===== src/rtl/port_scan_cnt.sv =====
// port_scan_cnt: parametrised port-index scanner with up/down advance, synchronous
// load, skipping of disabled ports and a registered wrap carry.
module port_scan_cnt #(
    parameter int unsigned W     = 2,
    parameter int unsigned NPORT = 4,
    parameter int unsigned TERM  = 1
) (
    input  logic             clk,
    input  logic             rst,
    input  logic             en,
    input  logic             dir,
    input  logic             load,
    input  logic [W-1:0]     load_val,
    input  logic [NPORT-1:0] mask,
    output logic [W-1:0]     port,
    output logic             co,
    output logic             at_term,
    output logic             valid,
    output logic             none
);

    logic [W-1:0] port_q, port_d;
    logic         co_q, co_d;
    logic [W-1:0] next_port;
    logic         next_wrap;

    // Circular search for the nearest enabled port strictly after port_q in direction dir.
    // Step NPORT lands back on port_q, so a single enabled port returns to itself.
    always_comb begin
        logic found;
        found     = 1'b0;
        next_port = port_q;
        next_wrap = 1'b0;
        for (int unsigned k = 1; k <= NPORT; k++) begin
            int               cand;
            logic             wrap;
            logic [NPORT-1:0] sh;
            cand = dir ? int'(port_q) - int'(k) : int'(port_q) + int'(k);
            wrap = 1'b0;
            if (cand >= int'(NPORT)) begin
                cand = cand - int'(NPORT);
                wrap = 1'b1;
            end else if (cand < 0) begin
                cand = cand + int'(NPORT);
                wrap = 1'b1;
            end
            sh = mask >> cand;
            if (!found && sh[0]) begin
                found     = 1'b1;
                next_port = W'(cand);
                next_wrap = wrap;
            end
        end
    end

    // Next-state: load (even out of range) consumes the cycle, otherwise advance or hold.
    always_comb begin
        port_d = port_q;
        co_d   = 1'b0;
        if (load) begin
            if (32'(load_val) < NPORT) begin
                port_d = load_val;
            end
        end else if (en && (mask != '0)) begin
            port_d = next_port;
            co_d   = next_wrap;
        end
    end

    // State registers with synchronous active-low reset.
    always_ff @(posedge clk) begin
        if (!rst) begin
            port_q <= '0;
            co_q   <= 1'b0;
        end else begin
            port_q <= port_d;
            co_q   <= co_d;
        end
    end

    // Status decode straight from the current index and mask.
    always_comb begin
        valid = 1'b0;
        for (int unsigned i = 0; i < NPORT; i++) begin
            if (port_q == W'(i)) begin
                valid = mask[i];
            end
        end
    end

    assign port    = port_q;
    assign co      = co_q;
    assign at_term = (port_q == W'(TERM));
    assign none    = (mask == '0);

endmodule


===== config.mk =====
export PLATFORM = sky130hd
export DESIGN_NAME = port_scan_cnt
export DESIGN_NICKNAME = d
export VERILOG_FILES = /design/src/rtl/port_scan_cnt.sv
export SDC_FILE = /design/constraint.sdc
export NUM_CORES = 1
export LEC_CHECK = 0
export ABC_AREA = 1
export BUFFER_PORTS_ARGS = -buffer_cell sky130_fd_sc_hd__buf_4
export CORE_AREA = 10 10 47 49
export DETAILED_ROUTE_END_ITERATION = 8
export DIE_AREA = 0 0 57 59
export GPL_TIMING_DRIVEN = 0
export PLACE_DENSITY = 0.75
export SLEW_MARGIN = 20
export SYNTH_ARGS = -nofsm -noshare
export SYNTH_HDL_FRONTEND = slang
export SYNTH_SLANG_ARGS = --single-unit

===== constraint.sdc =====
create_clock -name clk -period 3.45 [get_ports clk]
set_input_delay 0.5175 -clock clk [delete_from_list [all_inputs] [get_ports clk]]
set_output_delay 0.5175 -clock clk [all_outputs]
set_load 0.02 [all_outputs]

==> flow_summary.json, run 1 <==
{
  "dieWidth_um": 57,
  "worst-path-buf-inv": 2,
  "antenna_cells": 0,
  "dp_worst_setup_slack_ps": 1431,
  "fillers": 151,
  "cts_resized": 0,
  "ys_ff_latch": 3,
  "cts_sinks": 3,
  "power.density_mw_per_mm2": 323.3,
  "clock_latency_ps": 230,
  "finalCritPeriodShare_pct": 65.22,
  "clock.fmax_mhz": 444.4,
  "p_clk_share_pct": 22.7,
  "rr_endpoint": "port[1]",
  "worst_pin_slew_ps": 407.8,
  "syn_to_final_growth_pct": 25.43,
  "hp-start": "rst",
  "synth_cell_type_count": 23,
  "p_leak_nw": 0.4524,
  "ant_nets": 0,
  "crit_path_end_kind": "output port",
  "die_h_um": 59,
  "grt_overflow": 0,
  "yosysWarnings": 0,
  "critPathMaxStageDelay_ps": 450,
  "gp_congestion": 0.8224,
  "ir_drop_uv": 261.5,
  "grt_max_degree": 10,
  "rsz0062_at_grt": "false",
  "htree_levels": 1,
  "yosysSeqAreaShare_pct": 9.178,
  "cts_tree": "built",
  "clockBufferDepth": 2,
  "drc_errors": 0,
  "crit_fanout": 7,
  "regToRegStartpoint": "port[0]",
  "syn_nets": 130,
  "drtPass1Iterations": 4,
  "r2r_setup_slack_ps": 1520,
  "finalSetupTns_ps": 0,
  "core_region_area_mm2": 0.001401,
  "slew_violations": 0,
  "regArea_um2": 60.06,
  "relSlewSlack_pct": 72.68,
  "pwr-share-seq_pct": 16.5,
  "cp_slowest_cell": "dfxtp_1",
  "io_pins": 17,
  "die-area_mm2": 0.003363,
  "fin_ws_ps": 1200,
  "path_cells": "inv_1 -> ha_1 -> a211o_1 -> a22oi_1 -> buf_4",
  "setup-violations-final": 0,
  "first_global_vias": 679,
  "power_switching_uw": 119.9,
  "combPwrFrac_pct": 60.7,
  "initial_utilization_pct": 46.70,
  "dp_hpwl_mm": 1.340,
  "clockRootBuffer": "clkbuf_4",
  "viasPerCell": 4.803,
  "grt_usage_pct": 9.158,
  "post-route-min-period_ps": 2250,
  "io_buffer_count": 16,
  "antenna_found_initial": 0,
  "post_drt_wl_per_cell_um": 10.59,
  "cts_inserted_buffers": 3,
  "multiInputGateArea_um2": 530.5,
  "swShare_pct": 45.20,
  "fp-row-count": 14,
  "grt_pass1_wl_mm": 2.670,
  "clkTransAtPathRegs_ps": 40,
  "vias": 706,
  "hold_viol": 0,
  "finClkSkew_ps": 1.740,
  "drive_gt1_share_pct": 29.77,
  "hp-class": "in -> reg",
  "synthCells": 111,
  "synth.cell_area_um2": 654.4,
  "drt_iter0_drc": 6,
  "status": "completed",
  "crit_type": "reg -> out",
  "hold_depth": 3,
  "start_kind": "flop",
  "wirelength_mm": 1.557,
  "rr_worst_depth": 12,
  "cpLargestDelayFamily": "flip-flops",
  "hold-path-endpoint": "co",
  "p_int_uw": 145.4,
  "final_net_count": 151,
  "syn_avg_cell_area_um2": 5.895,
  "cp.required_ps": 2930,
  "maxCapViolCount": 0,
  "cts_setup_buffers": 0,
  "hold_buffers": 0,
  "arrival_ps": 1730
}
-- synthesized netlist by cell type --
cell type / number / area share (%)
nor4_1: 1 / 0.96
nand3_2: 3 / 4.6
nand2_1: 30 / 17
nand2_4: 1 / 1.7
ha_1: 8 / 15
nand3_1: 6 / 4.6
a31o_2: 1 / 1.3
nand3b_1: 1 / 1.1
a31oi_1: 1 / 0.96
inv_1: 15 / 8.6
o21ai_1: 1 / 0.76
nor2_2: 4 / 3.8
dfxtp_1: 3 / 9.2
nand4_1: 3 / 2.9
a22oi_1: 1 / 1.1
o21ai_0: 3 / 2.3
nand2_2: 8 / 7.6
a21oi_1: 3 / 2.3
o22ai_1: 1 / 0.96
inv_2: 2 / 1.1
nand3_4: 1 / 2.7
nor2_1: 13 / 7.5
a211o_1: 1 / 1.3
-- stage by stage --
stage	std cells	util, %	hold WS [ps]	instance area [µm²]	power [mW]
6_report	147	58.57	578.0	820.8	0.2654
5_1_grt	147	58.57	594.0	820.8	0.2928
4_1_cts	147	58.57	573.6	820.8	0.2705
3_5_place_dp	143	56.70	687.1	794.5	0.2061
3_3_place_gp	143	56.70	686.1	794.5	0.2031
2_1_floorplan	111	-	676.9	654.4	0.1633
-- flip-flops by register name, summed over array words and instances, names as in the netlist --
signal,count
port,2
co,1
-- kinds of logic after synthesis --
| logic type | share of synthesized area [%] |
|---|---|
| adders and majority gates | 15.30 |
| AOI/OAI and AO/OA | 11.09 |
| and+or+nand+nor | 54.69 |
| DFF | 9.178 |
| buffers and inverters | 9.751 |
-- worst max-delay path by stage --
stage	cells past startpoint	to	slack [ps]	startpoint
2_1_floorplan	4	valid	1280	port[1]
3_3_place_gp	5	valid	1450	port[1]
3_5_place_dp	5	valid	1430	port[1]
4_1_cts	5	valid	1170	port[1]
5_1_grt	5	valid	1060	port[1]
6_report	5	valid	1200	port[1]
-- worst reg2reg max path, delay by kind of cell (launching register included) --
family / cells / cell delay [ps]
simple gates: 8 / 670
flops: 1 / 500
fa+ha+maj: 1 / 350
buf+inv: 2 / 230
compound gates: 1 / 60
-- cells in the final DEF, fill, tap and decap left out, types with 2 or more instances in the layout --
cell / synthesis / layout
nor2_1: 13 / 13
ha_1: 8 / 8
nor2_2: 4 / 4
nand2_1: 30 / 30
clkbuf_4: 0 / 3
a21oi_1: 3 / 3
nand3_1: 6 / 6
inv_1: 15 / 15
nand2_2: 8 / 8
buf_4: 0 / 16
nand3_2: 3 / 3
dfxtp_1: 3 / 3
nand4_1: 3 / 3
inv_2: 2 / 2
o21ai_0: 3 / 3
-- power by group through the flow --
stage | sequential (mW) | combinational, mW | clock [mW]
6_report | 0.0439 | 0.161 | 0.0603
5_1_grt | 0.0447 | 0.181 | 0.0666
4_1_cts | 0.0440 | 0.163 | 0.0639
3_5_place_dp | 0.0445 | 0.162 | 0
3_3_place_gp | 0.0444 | 0.159 | 0
2_1_floorplan | 0.0469 | 0.116 | 0
-- final cells by class --
type | instances | area share [%]
multi-input combinational | 91 | 64.63
timing repair buffer | 16 | 14.63
inverter | 17 | 7.774
sequential | 3 | 7.317
clock buffer | 4 | 3.201
tap | 16 | 2.439
-- routing by layer --
| metal | track usage (%) | share of wire [%] | vias up |
|---|---|---|---|
| met1 | 10.79 | 49 | 301 |
| li1 | - | - | 394 |
| met5 | 0 | 0 | - |
| met3 | 1.717 | 2.1 | 0 |
| met4 | 3.020 | 0 | 0 |
| met2 | 16.12 | 49 | 11 |
Note: power is estimated with default switching activity, not from simulation.
==> run 2: changes to the inputs <==
CORE_AREA = default   (was 10 10 47 49)
CORE_MARGIN = 10   (was default)
CORE_UTILIZATION = 46   (was default)
DIE_AREA = default   (was 0 0 57 59)
PLACE_DENSITY = 0.74   (was 0.75)
clock period = 2 ns   (was 3.45 ns; I/O delays follow)
==> flow_summary.json, run 2 (synthesized netlist as in run 1, its figures left out) <==
{
  "status": "completed",
  "ant_nets": 0,
  "post_drt_wl_per_cell_um": 11.73,
  "whs_ps": 350.1,
  "wirelength_mm": 1.712,
  "cpLargestDelayFamily": "compound AO/OA/AOI/OAI gates",
  "hp-class": "in -> reg",
  "drc_errors": 0,
  "grt_overflow": 0,
  "grt_max_degree": 10,
  "cp.required_ps": 1700,
  "cp_slowest_cell": "dfxtp_4",
  "clockRootBuffer": "clkbuf_4",
  "combPwrFrac_pct": 60.1,
  "io_pins": 17,
  "largest_reg_flops": 2,
  "clock.fmax_mhz": 534.3,
  "path_cells": "inv_2 -> ha_1 -> a21oi_1 -> a211o_1 -> a22oi_1 -> buf_4",
  "die_h_um": 57.72,
  "grt_usage_pct": 9.739,
  "drtPass1Iterations": 4,
  "p_clk_share_pct": 23.7,
  "dieWidth_um": 57.72,
  "clock_latency_ps": 240,
  "crit_type": "reg -> out",
  "hold_depth": 3,
  "finClkSkew_ps": 1.253,
  "fin_area_um2": 824.5,
  "slew_violations": 0,
  "fp-row-count": 13,
  "grt_pass1_wl_mm": 2.835,
  "rr_worst_depth": 11,
  "power.density_mw_per_mm2": 574.0,
  "viasPerCell": 4.993,
  "finalCritPeriodShare_pct": 93.57,
  "vias": 729,
  "setup-violations-final": 0,
  "hold_buffers": 0,
  "fin_ws_ps": 128.5,
  "rr_endpoint": "port[1]",
  "relSlewSlack_pct": 75.17,
  "layout_common_cells": "30 x nand2_1, 16 x buf_4, 14 x inv_1",
  "clkTransAtPathRegs_ps": 40,
  "p_int_uw": 252.6,
  "cts_sinks": 3,
  "cts_setup_buffers": 0,
  "hold-path-endpoint": "co",
  "die-area_mm2": 0.003331,
  "start_kind": "flop",
  "gr-usage-met1_pct": 13.16,
  "finalSetupTns_ps": 0,
  "maxCapViolCount": 0,
  "clockBufferDepth": 2,
  "antenna_found_initial": 0,
  "swShare_pct": 46.62,
  "p_leak_nw": 0.4528,
  "htree_levels": 1,
  "grt.busiest_layer": "met2",
  "core_region_area_mm2": 0.001318,
  "hp-start": "rst",
  "use_met3_pct": 1.961,
  "hold_viol": 0,
  "cts_tree": "built",
  "drt_iter0_drc": 37,
  "rsz0062_at_grt": "false",
  "power_uw": 473.3,
  "antenna_cells": 0,
  "critPathMaxStageDelay_ps": 370,
  "worst-path-buf-inv": 2,
  "regToRegStartpoint": "port[0]",
  "pwr-share-seq_pct": 16.2,
  "crit_path_end_kind": "output port",
  "dpl_cell_area_um2": 793.3,
  "io_buffer_count": 16,
  "post-route-min-period_ps": 1871,
  "final_cells": 146,
  "gp_congestion": 0.8786,
  "first_global_vias": 696,
  "crit_fanout": 9,
  "cts_inserted_buffers": 3,
  "initial_utilization_pct": 49.67,
  "drive_gt1_share_pct": 32.06,
  "dp.cells": 142,
  "power_switching_uw": 220.7,
  "final_net_count": 151,
  "dp_worst_setup_slack_ps": 36.91,
  "arrival_ps": 1570,
  "dp_hpwl_mm": 1.415,
  "final_util_pct": 62.58,
  "gr-usage-met2_pct": 15.34,
  "ir_drop_uv": 338.3,
  "worst_pin_slew_ps": 370.7,
  "final_common_cell": "nand2_1",
  "r2r_setup_slack_ps": 200,
  "syn_to_final_growth_pct": 26.00
}
## run 2: cell counts in the layout (fill, tap and decap cells not counted)
No cell type changed its count.
## run 2: repair_timing
item,in CTS,in global routing
cloned,0,0
setup endpoints to repair,1,4
gates resized for setup,2,2
pin swaps,0,0
## run 2: worst min-delay path, stage by stage
cell and delay [ps]:
buf_4 110, nand3_1 80, nor2_2 40
## run 2: worst max path at each step
| stage | startpoint | to | cells after the start |
|---|---|---|---|
| 5_1_grt | port[0] | port[0] | 13 |
| 2_1_floorplan | port[1] | valid | 4 |
| 4_1_cts | port[1] | valid | 5 |
| 3_3_place_gp | port[0] | port[1] | 11 |
| 3_5_place_dp | port[0] | port[1] | 11 |
| 6_report | port[0] | valid | 6 |
## run 2: layout make-up
class,count,area [µm²]
clock buffer,4,26.28
multi-input combinational,91,530.5
fill,128,493.0
timing repair buffer,16,120.1
tap,15,18.77
inverter,17,63.81
sequential,3,65.06
## run 2: power by group through the flow
stage	logic, mW	registers, mW	clock network (mW)
after floorplan	0.201	0.0808	0
after global placement	0.277	0.0762	0
after detailed placement	0.284	0.0763	0
after CTS	0.285	0.0765	0.115
after global routing	0.318	0.0785	0.118
final	0.285	0.0767	0.112
## run 2: per-layer routing
layer / wire [µm] / vias up
met4: 0 / 0
li1: - / 399
met2: 780 / 25
met5: 0 / -
met3: 131 / 0
met1: 800 / 305
==> run 3: changes to the inputs <==
ABC_AREA = 0   (was 1)
CORE_UTILIZATION = 45   (was 46)
PLACE_DENSITY = 0.73   (was 0.74)
RECOVER_POWER = 100   (was default)
==> flow_summary.json, run 3 <==
{
  "initial_utilization_pct": 47.32,
  "hp-class": "in -> reg",
  "antenna_found_initial": 0,
  "rr_worst_depth": 8,
  "start_kind": "flop",
  "synth_top_area_share_pct": 16.46,
  "dpl_cell_area_um2": 733.2,
  "p_leak_nw": 0.3468,
  "syn_nets": 96,
  "yosys.area_share.simple_pct": 14.61,
  "synthAdderAreaFrac_pct": 16.46,
  "fp-row-count": 13,
  "drc_errors": 0,
  "io_pins": 17,
  "first_global_vias": 598,
  "clkTransAtPathRegs_ps": 40,
  "final_common_cell": "buf_4",
  "syn_avg_cell_area_um2": 7.897,
  "power.density_mw_per_mm2": 722.1,
  "clock.fmax_mhz": 530.6,
  "final_util_pct": 61.83,
  "cp.required_ps": 2160,
  "drt_iter0_drc": 25,
  "dp_hpwl_mm": 1.243,
  "synth_xor_area_share_pct": 4.321,
  "hold_viol": 0,
  "synth.cell_area_um2": 608.1,
  "hold_depth": 3,
  "wirelength_mm": 1.648,
  "synth_compound_area_share_pct": 29.42,
  "drive_gt1_share_pct": 34.34,
  "clockRootBuffer": "clkbuf_4",
  "cts_tree": "built",
  "worst_pin_slew_ps": 475.5,
  "gp_congestion": 0.8013,
  "grt_max_degree": 11,
  "synth_edf_count": 0,
  "htree_levels": 1,
  "syn_to_final_growth_pct": 30.66,
  "post_drt_wl_per_cell_um": 14.46,
  "maxCapViolCount": 0,
  "dp.cells": 106,
  "synthTopCellsByCount": "8 x ha_1, 6 x a21oi_1, 6 x o21ai_0",
  "viasPerCell": 5.360,
  "netlist_top_cells_area": "ha_1 16%, dfxtp_1 9.9%, mux2i_1 8.2%, mux2_2 7.4%, a21oi_1 4.9%",
  "vias": 611,
  "arrival_ps": 2040,
  "grt_overflow": 0,
  "status": "completed",
  "cts_inserted_buffers": 3,
  "finClkSkew_ps": 5.520,
  "final_net_count": 119,
  "async_flop_share_pct": 0,
  "synth_top_family_by_area": "compound AO/OA/AOI/OAI gates",
  "ir_drop_uv": 447.9,
  "ys_ff_latch": 3,
  "grt_usage_pct": 8.848,
  "synthMuxAreaShare_pct": 18.11,
  "hold_buffers": 0,
  "slew_violations": 0,
  "whs_ps": 333.8,
  "crit_fanout": 10,
  "cts_sinks": 3,
  "finalCritPeriodShare_pct": 94.22,
  "dieWidth_um": 56.76,
  "clock_latency_ps": 230,
  "crit_path_end_kind": "flop",
  "die-area_mm2": 0.003222,
  "largest_reg_flops": 2,
  "io_buffer_count": 14,
  "finalSetupTns_ps": 0,
  "synthCells": 77,
  "antenna_cells": 0,
  "drtPass1Iterations": 4,
  "clockBufferDepth": 2,
  "layout_common_cells": "15 x buf_4, 7 x ha_1, 6 x a21oi_1",
  "yosysMostFrequentCell": "ha_1",
  "setup-violations-final": 0,
  "core_region_area_mm2": 0.001285,
  "fin_area_um2": 794.5,
  "die_h_um": 56.76,
  "post-route-min-period_ps": 1884,
  "ys.flop_type": "dfxtp_1",
  "synth_cell_type_count": 34,
  "synth_top_area_cell": "ha_1",
  "crit_type": "reg -> reg",
  "grt_pass1_wl_mm": 2.456,
  "relSlewSlack_pct": 67.89,
  "yosysWarnings": 0,
  "yosysSeqAreaShare_pct": 9.877,
  "final_cells": 114,
  "ant_nets": 0
}
## run 3: changes by cell type in the layout (fill, tap and decap cells not counted), sizes merged, moves of 3 or more
cell	change
clkbuf	+4
o21ai	+4
nor2	-13
nand2	-35
mux2	+5
inv	-12
nand3	-10
nor3	+3
nand4	-3
a21oi	+4
mux2i	+5
## run 3: final timing paths
path / from / endpoint / slack (ps)
setup reg to reg: port[0] / port[0] / 120
hold / removal: rst / co / 330
setup / recovery: port[0] / port[0] / 120
hold reg to reg: port[1] / port[1] / 730
## run 3: cell type report
class / count / area (µm²)
multi-input combinational: 65 / 514.2
timing repair buffer: 18 / 123.9
buffer: 4 / 25.02
inverter: 5 / 18.77
sequential: 3 / 67.56
tap: 15 / 18.77
fill: 120 / 490.5
clock buffer: 4 / 26.28
## run 3: logic make-up (layout without fill, tap and decap cells)
family	count (synthesis)	in the layout
AO/OA/AOI/OAI	27	27
XOR/XNOR	3	3
adder cells (fa/ha/maj)	8	8
buffers and inverters	9	31
flip-flops	3	3
multiplexers	10	10
AND/OR/NAND/NOR	17	17
## run 3: power breakdown
| part | switching (mW) | internal (mW) |
|---|---|---|
| Sequential | 0.0177 | 0.0722 |
| Combinational | 0.194 | 0.186 |
| Clock | 0.0297 | 0.0746 |
| Total | 0.241 | 0.332 |
## run 3: worst max-delay path: stages (launching register included)
cell and delay (ps):
dfxtp_4 390, buf_6 150, inv_1 70, ha_2 370
xor2_2 180, mux2_4 330, nor2_1 90, o32ai_1 80
a21oi_1 150
## run 3: metal layers
layer  routed length, µm  track usage (%)  part of all wire (%)  vias up
met1                 709            9.113                    43      268
li1                    -                -                     -      330
met3                 103            4.494                   6.3        0
met2                 835            15.36                    51       13
met5                   0                0                     0        -
met4                   0            2.349                     0        0
## run 3: what timing repair did
action                                  in CTS  in global routing
pin swaps                                    0                  2
hold endpoints to repair                     0                  0
endpoints found under the setup margin       3                  3
gates resized for setup                      1                  7
cloned                                       0                  0
setup buffers                                0                  4
## run 3: stage by stage
step | setup WS [ps] | power, mW
after floorplan | 5.019 | 0.3366
after global placement | -65.68 | 0.4200
after detailed placement | -95.46 | 0.4272
after CTS | 6.830 | 0.5382
after global routing | -15.50 | 0.6249
final | 115.5 | 0.5737
